File: src/rtl/load_store_unit.sv
// rtl/load_store_unit.sv - single-outstanding load/store initiator with sub-word extract and read-modify-write merge
module load_store_unit #(
  parameter int DATA_WIDTH = 32
) (
  input  logic                  clk,
  input  logic                  reset,
  input  logic                  req_valid_i,
  input  logic                  req_store_i,
  input  logic [2:0]            req_funct3_i,
  input  logic [DATA_WIDTH-1:0] req_addr_i,
  input  logic [DATA_WIDTH-1:0] req_wdata_i,
  output logic                  ready_o,
  output logic                  done_o,
  output logic [DATA_WIDTH-1:0] load_data_o,
  output logic                  misaligned_o,
  output logic                  illegal_o,
  output logic                  mem_read_o,
  output logic                  mem_write_o,
  output logic [DATA_WIDTH-1:0] mem_addr_o,
  output logic [DATA_WIDTH-1:0] mem_wdata_o,
  input  logic [DATA_WIDTH-1:0] mem_rdata_i
);

  typedef enum logic [2:0] {
    IDLE   = 3'd0,
    LOAD   = 3'd1,
    STORE  = 3'd2,
    RMW_RD = 3'd3,
    RMW_WR = 3'd4,
    DONE   = 3'd5
  } state_t;

  state_t state, next_state;

  logic [2:0]            funct3_q;
  logic [DATA_WIDTH-1:0] addr_q;
  logic [DATA_WIDTH-1:0] wdata_q;
  logic [DATA_WIDTH-1:0] merge_q;
  logic [DATA_WIDTH-1:0] load_data_q;
  logic                  misaligned_q;
  logic                  illegal_q;

  logic                  accept;
  logic                  req_illegal;
  logic                  req_misaligned;
  logic [7:0]            ld_byte;
  logic [15:0]           ld_half;
  logic [DATA_WIDTH-1:0] load_ext;
  logic [DATA_WIDTH-1:0] merged;

  assign accept = req_valid_i && (state == IDLE);

  // funct3[1:0] encodes access size for both loads and stores; bit 2 is the unsigned flag for loads
  always_comb begin
    if (req_store_i) begin
      req_illegal = req_funct3_i[2] || (req_funct3_i[1:0] == 2'b11);
    end else begin
      req_illegal = (req_funct3_i == 3'b011) || (req_funct3_i[2:1] == 2'b11);
    end
    req_misaligned = ((req_funct3_i[1:0] == 2'b01) && req_addr_i[0]) ||
                     ((req_funct3_i[1:0] == 2'b10) && (req_addr_i[1:0] != 2'b00));
  end

  always_ff @(posedge clk) begin
    if (reset) begin
      state <= IDLE;
    end else begin
      state <= next_state;
    end
  end

  always_comb begin
    next_state = state;
    case (state)
      IDLE: begin
        if (req_valid_i) begin
          if (req_illegal || req_misaligned) begin
            next_state = DONE;
          end else if (!req_store_i) begin
            next_state = LOAD;
          end else if (req_funct3_i[1:0] == 2'b10) begin
            next_state = STORE;
          end else begin
            next_state = RMW_RD;
          end
        end
      end
      LOAD:    next_state = DONE;
      STORE:   next_state = DONE;
      RMW_RD:  next_state = RMW_WR;
      RMW_WR:  next_state = DONE;
      DONE:    next_state = IDLE;
      default: next_state = IDLE;
    endcase
  end

  always_comb begin
    ld_byte = mem_rdata_i[{addr_q[1:0], 3'b000} +: 8];
    ld_half = mem_rdata_i[{addr_q[1], 4'b0000} +: 16];
    case (funct3_q[1:0])
      2'b00:   load_ext = {{24{ld_byte[7] & ~funct3_q[2]}}, ld_byte};
      2'b01:   load_ext = {{16{ld_half[15] & ~funct3_q[2]}}, ld_half};
      default: load_ext = mem_rdata_i;
    endcase
  end

  always_comb begin
    merged = merge_q;
    if (funct3_q[0]) begin
      merged[{addr_q[1], 4'b0000} +: 16] = wdata_q[15:0];
    end else begin
      merged[{addr_q[1:0], 3'b000} +: 8] = wdata_q[7:0];
    end
  end

  // Memory strobes are gated by reset so a write pending in the reset cycle never lands
  always_comb begin
    ready_o     = (state == IDLE);
    done_o      = (state == DONE);
    mem_read_o  = !reset && ((state == LOAD) || (state == RMW_RD));
    mem_write_o = !reset && ((state == STORE) || (state == RMW_WR));
    mem_wdata_o = '0;
    if (state == STORE) begin
      mem_wdata_o = wdata_q;
    end else if (state == RMW_WR) begin
      mem_wdata_o = merged;
    end
  end

  always_ff @(posedge clk) begin
    if (reset) begin
      funct3_q     <= '0;
      addr_q       <= '0;
      wdata_q      <= '0;
      merge_q      <= '0;
      load_data_q  <= '0;
      misaligned_q <= 1'b0;
      illegal_q    <= 1'b0;
    end else begin
      if (accept) begin
        funct3_q     <= req_funct3_i;
        addr_q       <= req_addr_i;
        wdata_q      <= req_wdata_i;
        illegal_q    <= req_illegal;
        misaligned_q <= !req_illegal && req_misaligned;
      end
      if (state == LOAD) begin
        load_data_q <= load_ext;
      end
      if (state == RMW_RD) begin
        merge_q <= mem_rdata_i;
      end
    end
  end

  assign load_data_o  = load_data_q;
  assign misaligned_o = misaligned_q;
  assign illegal_o    = illegal_q;
  assign mem_addr_o   = {addr_q[DATA_WIDTH-1:2], 2'b00};

endmodule

File: config.mk
export PLATFORM = sky130hd
export DESIGN_NAME = load_store_unit
export DESIGN_NICKNAME = d
export VERILOG_FILES = /design/src/rtl/load_store_unit.sv
export SDC_FILE = /design/constraint.sdc
export NUM_CORES = 1
export LEC_CHECK = 0
export BUFFER_PORTS_ARGS = -buffer_cell sky130_fd_sc_hd__buf_4
export CORE_UTILIZATION = 50
export DETAILED_ROUTE_END_ITERATION = 8
export PLACE_DENSITY = 0.78
export SLEW_MARGIN = 20
export SYNTH_ARGS = -nofsm -noshare
export SYNTH_HDL_FRONTEND = slang
export SYNTH_SLANG_ARGS = --single-unit
File: constraint.sdc
create_clock -name clk -period 2.9 [get_ports clk]
set_input_delay 0.58 -clock clk [delete_from_list [all_inputs] [get_ports clk]]
set_output_delay 0.58 -clock clk [all_outputs]
set_load 0.03 [all_outputs]
==> results.json <==
{
  "avgRoutedWirePerCell_um": 17.7,
  "clkTransAtPathRegs_ns": 0.06,
  "htree_levels": 4,
  "clock_latency_ns": 0.43,
  "drv_cap": 0,
  "power_leakage_uw": 0.00352,
  "clockRootBuffer": "clkbuf_16",
  "crit_path_top_delay_cell": "dfxtp_4",
  "cp-start-kind": "flop",
  "finalSetupViolations": 1,
  "status": "finished, violations left",
  "finalCriticalPeriod_ns": 2.90,
  "fp.dieH_um": 118,
  "setup_ws_ns": -0.000169,
  "slowest_delay_ns": 0.36,
  "power_density_nw_per_um2": 687,
  "ant_nets": 0,
  "cts_buffers": 17,
  "power_uw": 6060,
  "area_growth_pct": 31.3,
  "antenna_found_initial": 0,
  "syn_area_per_cell_um2": 7.96,
  "async_flop_share_pct": 0,
  "required_ns": 2.32,
  "gp_congestion": 0.873,
  "routed_via_density": 5.62,
  "maxSlewHeadroom_pct": 46.5,
  "pin_count": 205,
  "synthCells": 844,
  "worstHoldPathType": "input pin to flop",
  "drtIter0Drc": 736,
  "min_from": "req_wdata_i[26]",
  "dpl.hpwl_um": 14500,
  "drive_gt1_share_pct": 29.6,
  "cp-startpoint": "addr_q[1]",
  "rows": 41,
  "grt_usage_pct": 29.2,
  "cts_tree": "done",
  "synthesis.area_um2": 6720,
  "r2r_start": "addr_q[1]",
  "critPathArrivalTime_ns": 2.32,
  "finClkSkew_ns": 0.00662,
  "fin_tns_setup_ns": -0.000169,
  "route.detailed.drc": 0,
  "drv_slew": 0,
  "cts_sinks": 136,
  "nFillCells": 1064,
  "yosys_warnings": 0,
  "synth-edff-count": 0,
  "floorplan.initialDensity_pct": 52.2,
  "grt_pass1_vias": 6009,
  "timing.hold.ws_ns": 0.393,
  "rsz0062_at_grt": "yes",
  "cp-end-kind": "output port",
  "die_area_um2": 13900,
  "crit_type": "flop to output port",
  "cp.buffers_inverters": 3,
  "crit_fanout": 5,
  "io_buffers": 202,
  "synth_flop_cell": "dfxtp_1",
  "ys_seq_area_share_pct": 40.5,
  "cts_buffer_depth": 2,
  "clock.fmax_mhz": 345,
  "grt_pass1_wl_um": 31900,
  "path_cells": "clkinvlp_4 -> ha_4 -> and4bb_4 -> buf_4 -> a221o_1 -> a32o_2 -> buf_6",
  "first_pass_iters": 7,
  "violations": "setup timing",
  "ctsHoldBuffers": 0,
  "core_area_um2": 12900,
  "diodes": 0,
  "peakVddDrop_uv": 462,
  "routed_wl_um": 20700,
  "grt_overflow": 0,
  "finalCoreUtilization_pct": 68.5,
  "fin_nets": 1095,
  "path_delay_family": "compound AO/OA/AOI/OAI gates",
  "tightest_slew_ns": 0.803,
  "vias": 6586,
  "finalHoldViolations": 0,
  "ys_types": 54,
  "ys_ff_latch": 136,
  "fin_crit_sh_pct": 100,
  "grt_max_degree": 56,
  "preCtsSetupSlack_ns": 0.323,
  "die_w_um": 118
}
[flip-flops by register name, summed over array words and instances, names as in the netlist]
name	flops
addr_q	32
load_data_o	32
merge_q	32
wdata_q	32
funct3_q	3
state	3
illegal_o	1
misaligned_o	1
[final timing paths]
path / to / slack (ns) / cells after the start
worst max-delay path: mem_wdata_o[16] / -0.0002 / 7
worst min-delay path: wdata_q[26] / 0.39 / 3
worst max register to register: load_data_o[31] / 0.70 / 6
worst min register to register: addr_q[17] / 0.45 / 2
[through the flow]
stage / std cells / area, um^2
2_1_floorplan: 845 / 6720
3_3_place_gp: 1136 / 8050
3_5_place_dp: 1136 / 8050
4_1_cts: 1169 / 8740
5_1_grt: 1171 / 8820
6_report: 1171 / 8820
[synth_stat cells, types with 9 or more instances]
cell        n  area (um^2)
buf_4      40          300
nand2_1   257          965
nor2_1     17         63.8
o21ai_0    26          130
mux2i_1    32          320
a32o_1     22          220
a21oi_1   133          666
clkbuf_1   43          161
buf_2      15         75.1
dfxtp_1   136         2720
a221o_1    24          240
and2_1      9         56.3
[layout by cell type (no fill, tap or decap), types with 3 or more instances in the layout]
master / netlist / final
nand2_1: 257 / 256
buf_4: 40 / 214
dfxtp_1: 136 / 134
a21oi_1: 133 / 133
mux2i_1: 32 / 32
o21ai_0: 26 / 26
a221o_1: 24 / 24
a32o_1: 22 / 19
nor2_1: 17 / 17
clkbuf_16: 0 / 17
and2_1: 9 / 8
a22o_1: 8 / 8
nor3b_1: 8 / 8
mux2_2: 8 / 7
a2111oi_0: 7 / 7
or2_2: 7 / 7
buf_6: 0 / 6
clkinvlp_4: 0 / 4
bufinv_16: 0 / 4
inv_1: 4 / 3
a32o_2: 0 / 3
nor2b_1: 3 / 3
nand3_1: 3 / 3
clkinv_2: 0 / 3
[worst min-delay path, cell delays in order]
cell	delay, ns
buf_4	0.11
nand2_1	0.04
a21oi_1	0.05
[power breakdown]
group	switching, uW	internal (uW)
Combinational	965	588
Clock	812	1470
Sequential	161	2060
Total	1940	4120
[cells by family (layout without fill, tap and decap cells)]
family                   Yosys count  count (layout)  share of synthesized area (%)
adder cells (fa/ha/maj)            5               5                          0.931
flip-flops                       136             136                           40.5
multiplexers                      41              41                           6.45
other                              1               2                         0.0558
XOR/XNOR                           1               1                          0.130
AND/OR/NAND/NOR                  321             321                           20.8
AO/OA/AOI/OAI                    234             234                           22.7
buffers and inverters            105             259                           8.38
[layer usage]
layer	GRT usage, %	share of wire (%)	up-vias
met1	38.5	42	3068
met2	46.8	48	296
met4	9.94	2.2	0
met3	6.59	7.7	39
li1	-	-	3183
met5	0	0	-
[timing repair]
| action | CTS | global route |
|---|---|---|
| resized for setup | 9 | 17 |
| pin swaps | 1 | 2 |
| endpoints found under the setup margin | 26 | 22 |
| buffers inserted | 2 | 2 |
[layout make-up]
| cell class | instances | area [um^2] | area share [%] |
|---|---|---|---|
| well taps | 172 | 215 | 2.44 |
| flip-flops and latches | 136 | 2730 | 30.9 |
| multi-input cells | 604 | 3510 | 39.8 |
| repair buffers | 222 | 1710 | 19.4 |
| clock buffers | 19 | 453 | 5.14 |
| inverters | 6 | 28.8 | 0.326 |
| clock inverters | 12 | 175 | 1.99 |
(Power assumes the default switching activity.)
